$ cat src/rtl/chess_move_commit.sv
// chess_move_commit: sole owner of the 8x8 board. Turns cursor selections
// into committed moves: source pick, destination check against the move
// generator's legal map, board write, promotion, capture report, turn flip.
module chess_move_commit #(
    parameter logic [2:0] PROMOTE_TYPE = 3'b101,
    parameter logic       START_TURN   = 1'b0
) (
    input  logic         clk,
    input  logic         reset,
    input  logic [2:0]   cur_row,
    input  logic [2:0]   cur_col,
    input  logic         sel_pulse,
    input  logic         cancel_pulse,
    input  logic [63:0]  legal_dest,
    output logic [319:0] board_flat,
    output logic [2:0]   src_row,
    output logic [2:0]   src_col,
    output logic         src_valid,
    output logic         turn,
    output logic         move_done,
    output logic [4:0]   captured,
    output logic         illegal,
    output logic         game_over
);

    typedef enum logic [1:0] {
        IDLE     = 2'd0,
        SRC_HELD = 2'd1,
        COMMIT   = 2'd2,
        OVER     = 2'd3
    } state_t;

    localparam logic [2:0] TYPE_PAWN = 3'b001;
    localparam logic [2:0] TYPE_KING = 3'b110;

    // Opening position for one square; index is row*8+col.
    function automatic logic [4:0] start_piece(input logic [5:0] idx);
        logic [2:0] row;
        logic [2:0] col;
        logic [2:0] back_type;
        row = idx[5:3];
        col = idx[2:0];
        case (col)
            3'd0, 3'd7: back_type = 3'b100;
            3'd1, 3'd6: back_type = 3'b010;
            3'd2, 3'd5: back_type = 3'b011;
            3'd3:       back_type = 3'b101;
            default:    back_type = 3'b110;
        endcase
        case (row)
            3'd0:    start_piece = {back_type, 2'b11};
            3'd1:    start_piece = {TYPE_PAWN, 2'b11};
            3'd6:    start_piece = {TYPE_PAWN, 2'b01};
            3'd7:    start_piece = {back_type, 2'b01};
            default: start_piece = 5'b00000;
        endcase
    endfunction

    state_t      state_reg, state_next;
    logic [2:0]  src_row_reg, src_row_next;
    logic [2:0]  src_col_reg, src_col_next;
    logic        src_valid_reg, src_valid_next;
    logic [2:0]  dst_row_reg, dst_row_next;
    logic [2:0]  dst_col_reg, dst_col_next;
    logic        turn_reg, turn_next;
    logic        move_done_reg, move_done_next;
    logic        illegal_reg, illegal_next;
    logic [4:0]  captured_reg, captured_next;

    logic [4:0]  board_arr [64];
    logic [5:0]  cur_idx;
    logic [5:0]  src_idx;
    logic [5:0]  dst_idx;
    logic [4:0]  cur_piece;
    logic [4:0]  src_piece;
    logic [4:0]  dst_old;
    logic [4:0]  dst_piece;
    logic        cur_own;
    logic        promote;
    logic        commit_fire;

    assign cur_idx     = {cur_row, cur_col};
    assign src_idx     = {src_row_reg, src_col_reg};
    assign dst_idx     = {dst_row_reg, dst_col_reg};
    assign cur_piece   = board_arr[cur_idx];
    assign src_piece   = board_arr[src_idx];
    assign dst_old     = board_arr[dst_idx];
    assign cur_own     = cur_piece[0] && (cur_piece[1] == turn_reg);
    assign commit_fire = (state_reg == COMMIT);

    // A pawn reaching the far rank for its colour becomes PROMOTE_TYPE.
    assign promote   = (src_piece[4:2] == TYPE_PAWN) &&
                       ((!src_piece[1] && dst_row_reg == 3'd0) ||
                        ( src_piece[1] && dst_row_reg == 3'd7));
    assign dst_piece = promote ? {PROMOTE_TYPE, src_piece[1:0]} : src_piece;

    // One register per square; only the held source and destination change,
    // and only on the COMMIT cycle. src and dst are never the same square.
    generate
        for (genvar gi = 0; gi < 64; gi++) begin : g_sq
            localparam logic [4:0] START_VAL = start_piece(6'(gi));
            logic [4:0] sq_reg;

            // Square register: start position on reset, move write on commit.
            always_ff @(posedge clk or negedge reset) begin
                if (!reset) begin
                    sq_reg <= START_VAL;
                end else if (commit_fire) begin
                    if (dst_idx == 6'(gi)) begin
                        sq_reg <= dst_piece;
                    end else if (src_idx == 6'(gi)) begin
                        sq_reg <= 5'b00000;
                    end
                end
            end

            assign board_arr[gi]         = sq_reg;
            assign board_flat[gi*5 +: 5] = sq_reg;
        end
    endgenerate

    // Control state register.
    always_ff @(posedge clk or negedge reset) begin
        if (!reset) begin
            state_reg     <= IDLE;
            src_row_reg   <= 3'd0;
            src_col_reg   <= 3'd0;
            src_valid_reg <= 1'b0;
            dst_row_reg   <= 3'd0;
            dst_col_reg   <= 3'd0;
            turn_reg      <= START_TURN;
            move_done_reg <= 1'b0;
            illegal_reg   <= 1'b0;
            captured_reg  <= 5'b00000;
        end else begin
            state_reg     <= state_next;
            src_row_reg   <= src_row_next;
            src_col_reg   <= src_col_next;
            src_valid_reg <= src_valid_next;
            dst_row_reg   <= dst_row_next;
            dst_col_reg   <= dst_col_next;
            turn_reg      <= turn_next;
            move_done_reg <= move_done_next;
            illegal_reg   <= illegal_next;
            captured_reg  <= captured_next;
        end
    end

    // Next-state and pulse decode. Cancel always wins over a same-cycle sel.
    always_comb begin
        state_next     = state_reg;
        src_row_next   = src_row_reg;
        src_col_next   = src_col_reg;
        src_valid_next = src_valid_reg;
        dst_row_next   = dst_row_reg;
        dst_col_next   = dst_col_reg;
        turn_next      = turn_reg;
        move_done_next = 1'b0;
        illegal_next   = 1'b0;
        captured_next  = captured_reg;

        case (state_reg)
            IDLE: begin
                if (!cancel_pulse && sel_pulse) begin
                    if (cur_own) begin
                        src_row_next   = cur_row;
                        src_col_next   = cur_col;
                        src_valid_next = 1'b1;
                        state_next     = SRC_HELD;
                    end else begin
                        illegal_next = 1'b1;
                    end
                end
            end
            SRC_HELD: begin
                if (cancel_pulse) begin
                    src_valid_next = 1'b0;
                    state_next     = IDLE;
                end else if (sel_pulse) begin
                    // Own-piece reselect takes precedence over a legal bit.
                    if (cur_own) begin
                        src_row_next = cur_row;
                        src_col_next = cur_col;
                    end else if (legal_dest[cur_idx]) begin
                        dst_row_next = cur_row;
                        dst_col_next = cur_col;
                        state_next   = COMMIT;
                    end else begin
                        illegal_next = 1'b1;
                    end
                end
            end
            COMMIT: begin
                captured_next  = dst_old;
                turn_next      = ~turn_reg;
                src_valid_next = 1'b0;
                move_done_next = 1'b1;
                if (dst_old[0] && dst_old[4:2] == TYPE_KING) begin
                    state_next = OVER;
                end else begin
                    state_next = IDLE;
                end
            end
            default: begin
                // OVER: frozen until reset.
                state_next = OVER;
            end
        endcase
    end

    assign src_row   = src_row_reg;
    assign src_col   = src_col_reg;
    assign src_valid = src_valid_reg;
    assign turn      = turn_reg;
    assign move_done = move_done_reg;
    assign illegal   = illegal_reg;
    assign captured  = captured_reg;
    assign game_over = (state_reg == OVER);

endmodule

$ cat config.mk
export PLATFORM = sky130hd
export DESIGN_NAME = chess_move_commit
export DESIGN_NICKNAME = d
export VERILOG_FILES = /design/src/rtl/chess_move_commit.sv
export SDC_FILE = /design/constraint.sdc
export NUM_CORES = 1
export LEC_CHECK = 0
export BUFFER_PORTS_ARGS = -buffer_cell sky130_fd_sc_hd__buf_2
export CAP_MARGIN = 15
export CORE_ASPECT_RATIO = 0.9
export CORE_MARGIN = 5
export CORE_UTILIZATION = 51
export CTS_CLUSTER_DIAMETER = 100
export DETAILED_ROUTE_END_ITERATION = 10
export GPL_TIMING_DRIVEN = 0
export PLACE_DENSITY = 0.79
export SYNTH_ARGS = -nofsm -noshare
export SYNTH_HDL_FRONTEND = slang
export SYNTH_SLANG_ARGS = --single-unit
$ cat constraint.sdc
create_clock -name clk -period 3.4 [get_ports clk]
set_input_delay 0.68 -clock clk [delete_from_list [all_inputs] [get_ports clk]]
set_output_delay 0.68 -clock clk [all_outputs]
set_load 0.05 [all_outputs]
==> results.md, run 1 <==
- CP Cell Sequence: buf_12 -> buf_12 -> mux4_2 -> mux4_2 -> and2_4 -> a211oi_4 -> a31oi_1 -> nor2b_2 -> a21o_1 -> buf_12 -> buf_6 -> a22o_1
- Buf/Inv on CP: 4
- Post-Layout Cell Count: 2436
- Reg2reg path depth: 12
- Die X: 218 um
- Worst EP required: 3.86 ns
- Routed Antenna Nets: 0
- Fmax: 287 MHz
- Clock-pin slew on the worst setup and hold paths: 0.06 ns
- Vias per cell: 7.74
- PortBufs: 404
- Die Ht: 197 um
- Most used cell, CP: buf_12
- Share of post-route cells with drive strength above 1: 0.529
- Distinct cells, synth: 50
- Setup crit end kind: flop
- Seq/Total Area, Yosys: 0.438
- Post-synth net total: 1492
- Clock tree sinks: 343
- Dpl hpwl: 78000 um
- Critical Path Start: src_col[0]
- Hold_ws: 0.138 ns
- Max-Cap Viols: 0
- Startpoint types: flop
- Setup TNS: -5.35 ns
- CTS Root Cell: clkbuf_16
- FP Rows: 68
- Final worst setup slack: -0.0793 ns
- CTS tree: built
- Overall Power: 0.0225 W
- Commonest non-fill, non-tap cells in the layout: 418 x buf_2, 320 x a22o_1, 252 x dfrtp_1
- Core ar.: 38500 sq um
- Simple-Gate Fraction of Synth Area: 0.0470
- Buffer depth of the longest clock path: 3
- Worst hold path type: in -> async
- DRC violations left: 0
- Slew @ Worst Pin: 1.35 ns
- Post-synthesis compound-gate area fraction: 0.177
- Placed Cells: 2355
- Htree depth: 2
- Die area: 43000 sq um
- CP max-delay cell: mux4_2
- Wirelength per Cell: 43.2 um
- Worst-path maximum fanout: 10
- Vias in the first global route: 18819
- Initial antenna violation count: 10
- RR Endpoint: g_sq[15].sq_reg[4]
- VDD IR max: 0.567 mV
- Final WL: 105000 um
- I/O Pins: 410
- Max reg flops: 320
- RSZ-0062 raised after global routing: true
- Worst path top cell family by delay: multiplexers
- Post-Syn Area: 19900 sq um
- Failing checks: negative setup slack
- Post-synthesis xor/xnor area fraction: 0.000441
- Synth Instances: 1414
- Final setup fails: 133
- CP arrival: 3.94 ns
- DRT Pass-1 Iters: 6
- Top_reg_cell synth: dfrtp_1
- RR Startpoint: src_col[0]
- Final Cycle Share: 1.02
- Fin util: 0.648
- Insertion delay to the later sink of the worst-skew pair: 0.58 ns
- Starting density of the core: 0.516
- Area grow syn2layout: 25.5%
- Max Slew Vio Count: 0
- Minimum clock period: 3.48 ns
- Tot GR Track Use: 0.482
- Synth warn: 0
- Adder-cell share of the synthesized area: 0.00252
- Nets: 1959
- Via count: 18847
- Number of buffers created by CTS: 38
- Syn avg cell area: 14.0 sq um
- Number of flops mapped to enable cells by yosys: 0
- Worst path max stage delay: 0.57 ns
- Pwr Density: 902 nW/um^2
- Post-synthesis register bit count: 343
- Worst slew margin: 0.100
- Congestion Overflow GR: 0
- WS Path Type: reg -> reg
- Number of DRC markers in iteration 0: 3114
- Outcome: finished, violations left
- Mux contribution to synthesized area: 0.298
- Ys async rst share: 1.00
- Register-to-register setup slack: -0.08 ns
- Post-Route Skew: 0.0270 ns
- Largest net degree at the start of global routing: 131
- Main combinational cell family by area after synthesis: multiplexers
- Final Wtd Congestion: 1.04
- Leading cell type in the layout, fill and taps excluded: buf_2
- Final-report hold violation count: 0
- Lkg Pwr: 11.2 nW
- First-pass GRT wire length: 145000 um
per-stage QoR:
step / setup slack, ns / instance area (sq um)
after detailed placement: -1.36 / 22800
after CTS: -0.0883 / 24700
final: -0.0793 / 24900
after floorplan: 0.00948 / 19900
after global routing: -0.0973 / 24900
after global placement: -5.23 / 22500
layer usage:
metal  share of wire  track usage  vias to the layer above
li1                -            -                     6812
met1            0.35        0.624                     9675
met2            0.42        0.677                     1919
met3            0.15        0.201                      427
met4           0.081        0.300                       14
met5         0.00084            0                        -
layout make-up:
class	count	area, sq um
fill	2891	13500
multi-input combinational	932	10800
sequential	343	8700
timing repair buffer	429	2400
buffer	126	1100
clock buffer	53	1090
tap	525	657
clock inverter	15	180
inverter	11	41.3
antenna	2	5.00
logic make-up (layout without fill, tap and decap cells):
logic type               Yosys count  after routing
AO/OA/AOI/OAI                    437            437
XOR/XNOR                           1              1
multiplexers                     292            292
AND/OR/NAND/NOR                  198            198
other                              0              2
adder cells (fa/ha/maj)            4              4
buffers and inverters            139            634
flip-flops                       343            343
worst max-delay path by stage:
stage                                    end  cells after the start
final                     g_sq[15].sq_reg[4]                     12
after global routing            state_reg[1]                     10
after CTS                       state_reg[1]                     10
after detailed placement      dst_col_reg[0]                     13
after global placement            src_col[0]                      1
after floorplan               dst_col_reg[0]                     10
power by group:
group          internal [W]  switching (W)  total (W)
Clock               0.00249        0.00186    0.00435
Sequential          0.00486        0.00115    0.00601
Combinational       0.00390        0.00821     0.0121
synth_stat cells, types with 2 or more instances:
library cell | instances | share of area
a22o_1 | 320 | 0.14
a31oi_1 | 6 | 0.0019
clkbuf_1 | 55 | 0.010
nor3_1 | 11 | 0.0028
ha_1 | 4 | 0.0025
o21ai_0 | 2 | 0.00050
dfstp_2 | 88 | 0.12
nand4_1 | 3 | 0.00095
buf_2 | 18 | 0.0045
a2111oi_0 | 2 | 0.00088
o211ai_1 | 3 | 0.0011
buf_6 | 17 | 0.0096
a211oi_1 | 10 | 0.0038
dfrtp_1 | 255 | 0.32
nor2_1 | 85 | 0.016
and3_1 | 4 | 0.0013
buf_1 | 24 | 0.0045
nor4b_1 | 2 | 0.00088
or3_1 | 2 | 0.00063
a21o_1 | 2 | 0.00076
o211a_1 | 2 | 0.0010
nand3b_1 | 4 | 0.0015
or4_1 | 2 | 0.00076
mux4_2 | 238 | 0.27
nand2_1 | 28 | 0.0053
nand3_1 | 21 | 0.0053
nor2b_1 | 16 | 0.0050
and2_1 | 4 | 0.0013
a21oi_1 | 70 | 0.018
a22oi_1 | 10 | 0.0038
mux2_2 | 21 | 0.012
inv_1 | 11 | 0.0021
mux2i_1 | 33 | 0.017
nand2b_1 | 12 | 0.0038
buf_4 | 14 | 0.0053
repair_timing:
action                     4_1_cts  5_1_grt
hold buffers                     0        0
setup buffers                    8        4
setup endpoints to repair      338      264
pin swaps                        3        3
gates cloned                     1        0
resized for setup              174       64
Power figures use the tool's default switching activity.
==> run 2: changes to the inputs <==
--- a/config.mk
+++ b/config.mk
@@ -13,7 +13,7 @@
 export CTS_CLUSTER_DIAMETER = 100
 export DETAILED_ROUTE_END_ITERATION = 10
 export GPL_TIMING_DRIVEN = 0
-export PLACE_DENSITY = 0.79
+export PLACE_DENSITY_LB_ADDON = 0.1
 export SYNTH_ARGS = -nofsm -noshare
 export SYNTH_HDL_FRONTEND = slang
 export SYNTH_SLANG_ARGS = --single-unit
==> results.md, run 2 (synthesized netlist as in run 1, its figures left out) <==
- Max-Cap Viols: 0
- Worst hold path type: in -> async
- Setup crit end kind: flop
- Failing checks: negative setup slack
- Vias in the first global route: 18091
- Worst EP required: 3.86 ns
- Max reg flops: 320
- Met3 wire len: 15800 um
- Post-Route Skew: 0.0347 ns
- Core ar.: 38500 sq um
- Congestion Overflow GR: 0
- Met1 WL: 35800 um
- Leading cell type in the layout, fill and taps excluded: buf_2
- Pwr Density: 904 nW/um^2
- Vias per cell: 7.60
- Register-to-register setup slack: -0.14 ns
- Nets: 1983
- CTS Root Cell: clkbuf_16
- Design area: 25100 sq um
- Initial antenna violation count: 5
- Routed Antenna Nets: 0
- CP Cell Sequence: buf_12 -> buf_16 -> mux4_2 -> mux4_2 -> and2_4 -> a211oi_4 -> a31oi_2 -> nor2b_4 -> a21o_1 -> buf_12 -> buf_12 -> a22o_1
- Final worst setup slack: -0.141 ns
- Setup TNS: -8.46 ns
- Worst slew margin: 0.128
- Final Cycle Share: 1.04
- Fmax: 282 MHz
- Max Slew Vio Count: 0
- Clock tree sinks: 343
- Tot GR Track Use: 0.462
- Dpl cell area: 22800 sq um
- CP arrival: 4.00 ns
- Lkg Pwr: 11.4 nW
- Via count: 18710
- Dpl hpwl: 75300 um
- DRT Pass-1 Iters: 5
- Die X: 218 um
- VDD IR max: 0.520 mV
- Die area: 43000 sq um
- Number of DRC markers in iteration 0: 2628
- RR Endpoint: g_sq[12].sq_reg[4]
- Reg2reg path depth: 12
- RSZ-0062 raised after global routing: true
- Final Wtd Congestion: 1.09
- I/O Pins: 410
- Buffer depth of the longest clock path: 3
- DRC violations left: 0
- Most used cell, CP: buf_12
- Largest net degree at the start of global routing: 122
- Die Ht: 197 um
- CTS tree: built
- Final WL: 102000 um
- Placed Cells: 2357
- Clock-pin slew on the worst setup and hold paths: 0.06 ns
- Wirelength per Cell: 41.4 um
- Insertion delay to the later sink of the worst-skew pair: 0.60 ns
- Number of buffers created by CTS: 38
- Worst path max stage delay: 0.55 ns
- DR top layer: met5
- WL met2: 43000 um
- PortBufs: 404
- Filler cell count: 2972
- Outcome: finished, violations left
- Minimum clock period: 3.54 ns
- RR Startpoint: src_col[0]
- Starting density of the core: 0.516
- Htree depth: 2
- Commonest non-fill, non-tap cells in the layout: 414 x buf_2, 320 x a22o_1, 253 x dfrtp_1
- Final-report hold violation count: 0
- Area grow syn2layout: 26.6%
- Slew @ Worst Pin: 1.31 ns
- Post-Layout Cell Count: 2463
- Final setup fails: 127
- Share of post-route cells with drive strength above 1: 0.523
- Worst-path maximum fanout: 10
- Startpoint types: flop
- First-pass GRT wire length: 140000 um
- CP max-delay cell: mux4_2
- WS Path Type: reg -> reg
- FP Rows: 68
run 2: cell count changes in the layout (fill, tap and decap cells not counted), sizes merged:
cell      previous run  this run
clkinv               6         7
clkinvlp             3         0
buf                499       515
diode                2         4
clkbuf             108       119
inv                 14        13
bufinv               3         4
run 2: timing repair:
| action | CTS | global route |
|---|---|---|
| gates cloned | 0 | 2 |
| pin swaps | 7 | 3 |
| hold buffers | 0 | 0 |
| resized for setup | 155 | 82 |
| hold endpoints to repair | 0 | 0 |
| setup endpoints to repair | 337 | 310 |
| buffers inserted | 18 | 14 |
run 2: per-stage QoR:
stage | total power [W] | hold WS (ns) | setup WS [ns] | utilization
after global placement | 0.0164 | 0.482 | -5.25 | 0.586
after floorplan | 0.0123 | 0.384 | 0.00948 | -
final | 0.0227 | 0.146 | -0.141 | 0.654
after global routing | 0.0229 | 0.237 | -0.102 | 0.653
after detailed placement | 0.0167 | 0.492 | -1.10 | 0.593
after CTS | 0.0217 | 0.197 | -0.0300 | 0.643
run 2: cell type report:
| type | count | area (sq um) | area share |
|---|---|---|---|
| diodes | 4 | 10.0 | 0.000398 |
| clock inverters | 13 | 188 | 0.00747 |
| repair buffers | 452 | 2590 | 0.103 |
| flip-flops and latches | 343 | 8700 | 0.346 |
| clock buffers | 56 | 1100 | 0.0437 |
| well taps | 525 | 657 | 0.0261 |
| multi-input cells | 932 | 10700 | 0.426 |
| plain buffers | 127 | 1150 | 0.0457 |
| inverters | 11 | 41.3 | 0.00164 |
run 2: worst max path at each step:
stage	end	cells after the start	slack (ns)	start
floorplan	dst_col_reg[0]	10	0.009	cur_col[0]
global placement	src_col[1]	1	-5.25	reset
detailed placement	dst_col_reg[0]	13	-1.10	cur_col[2]
finish	g_sq[12].sq_reg[4]	12	-0.14	src_col[0]
global route	g_sq[40].sq_reg[4]	12	-0.10	src_col[0]
CTS	g_sq[12].sq_reg[4]	12	-0.03	src_col[0]
run 2: critical path: cells and delay by family (launching register included):
kind                   cells  cell delay, ns
and+or+nand+nor            2            0.41
DFF                        1            0.39
buffers and inverters      4            0.65
AOI/OAI and AO/OA          4            0.83
muxes                      2            1.10
run 2: metal layers:
layer,global-route usage,up-vias
met5,0,-
met4,0.248,4
met3,0.189,364
met2,0.656,1795
met1,0.614,9672
li1,-,6875
run 2: where the power goes:
part	switching, W	internal (W)	total [W]	leakage, nW
Combinational	0.00822	0.00414	0.0124	6.34
Sequential	0.00109	0.00486	0.00595	4.43
Clock	0.00184	0.00256	0.00440	0.635
Total	0.0112	0.0116	0.0227	11.4
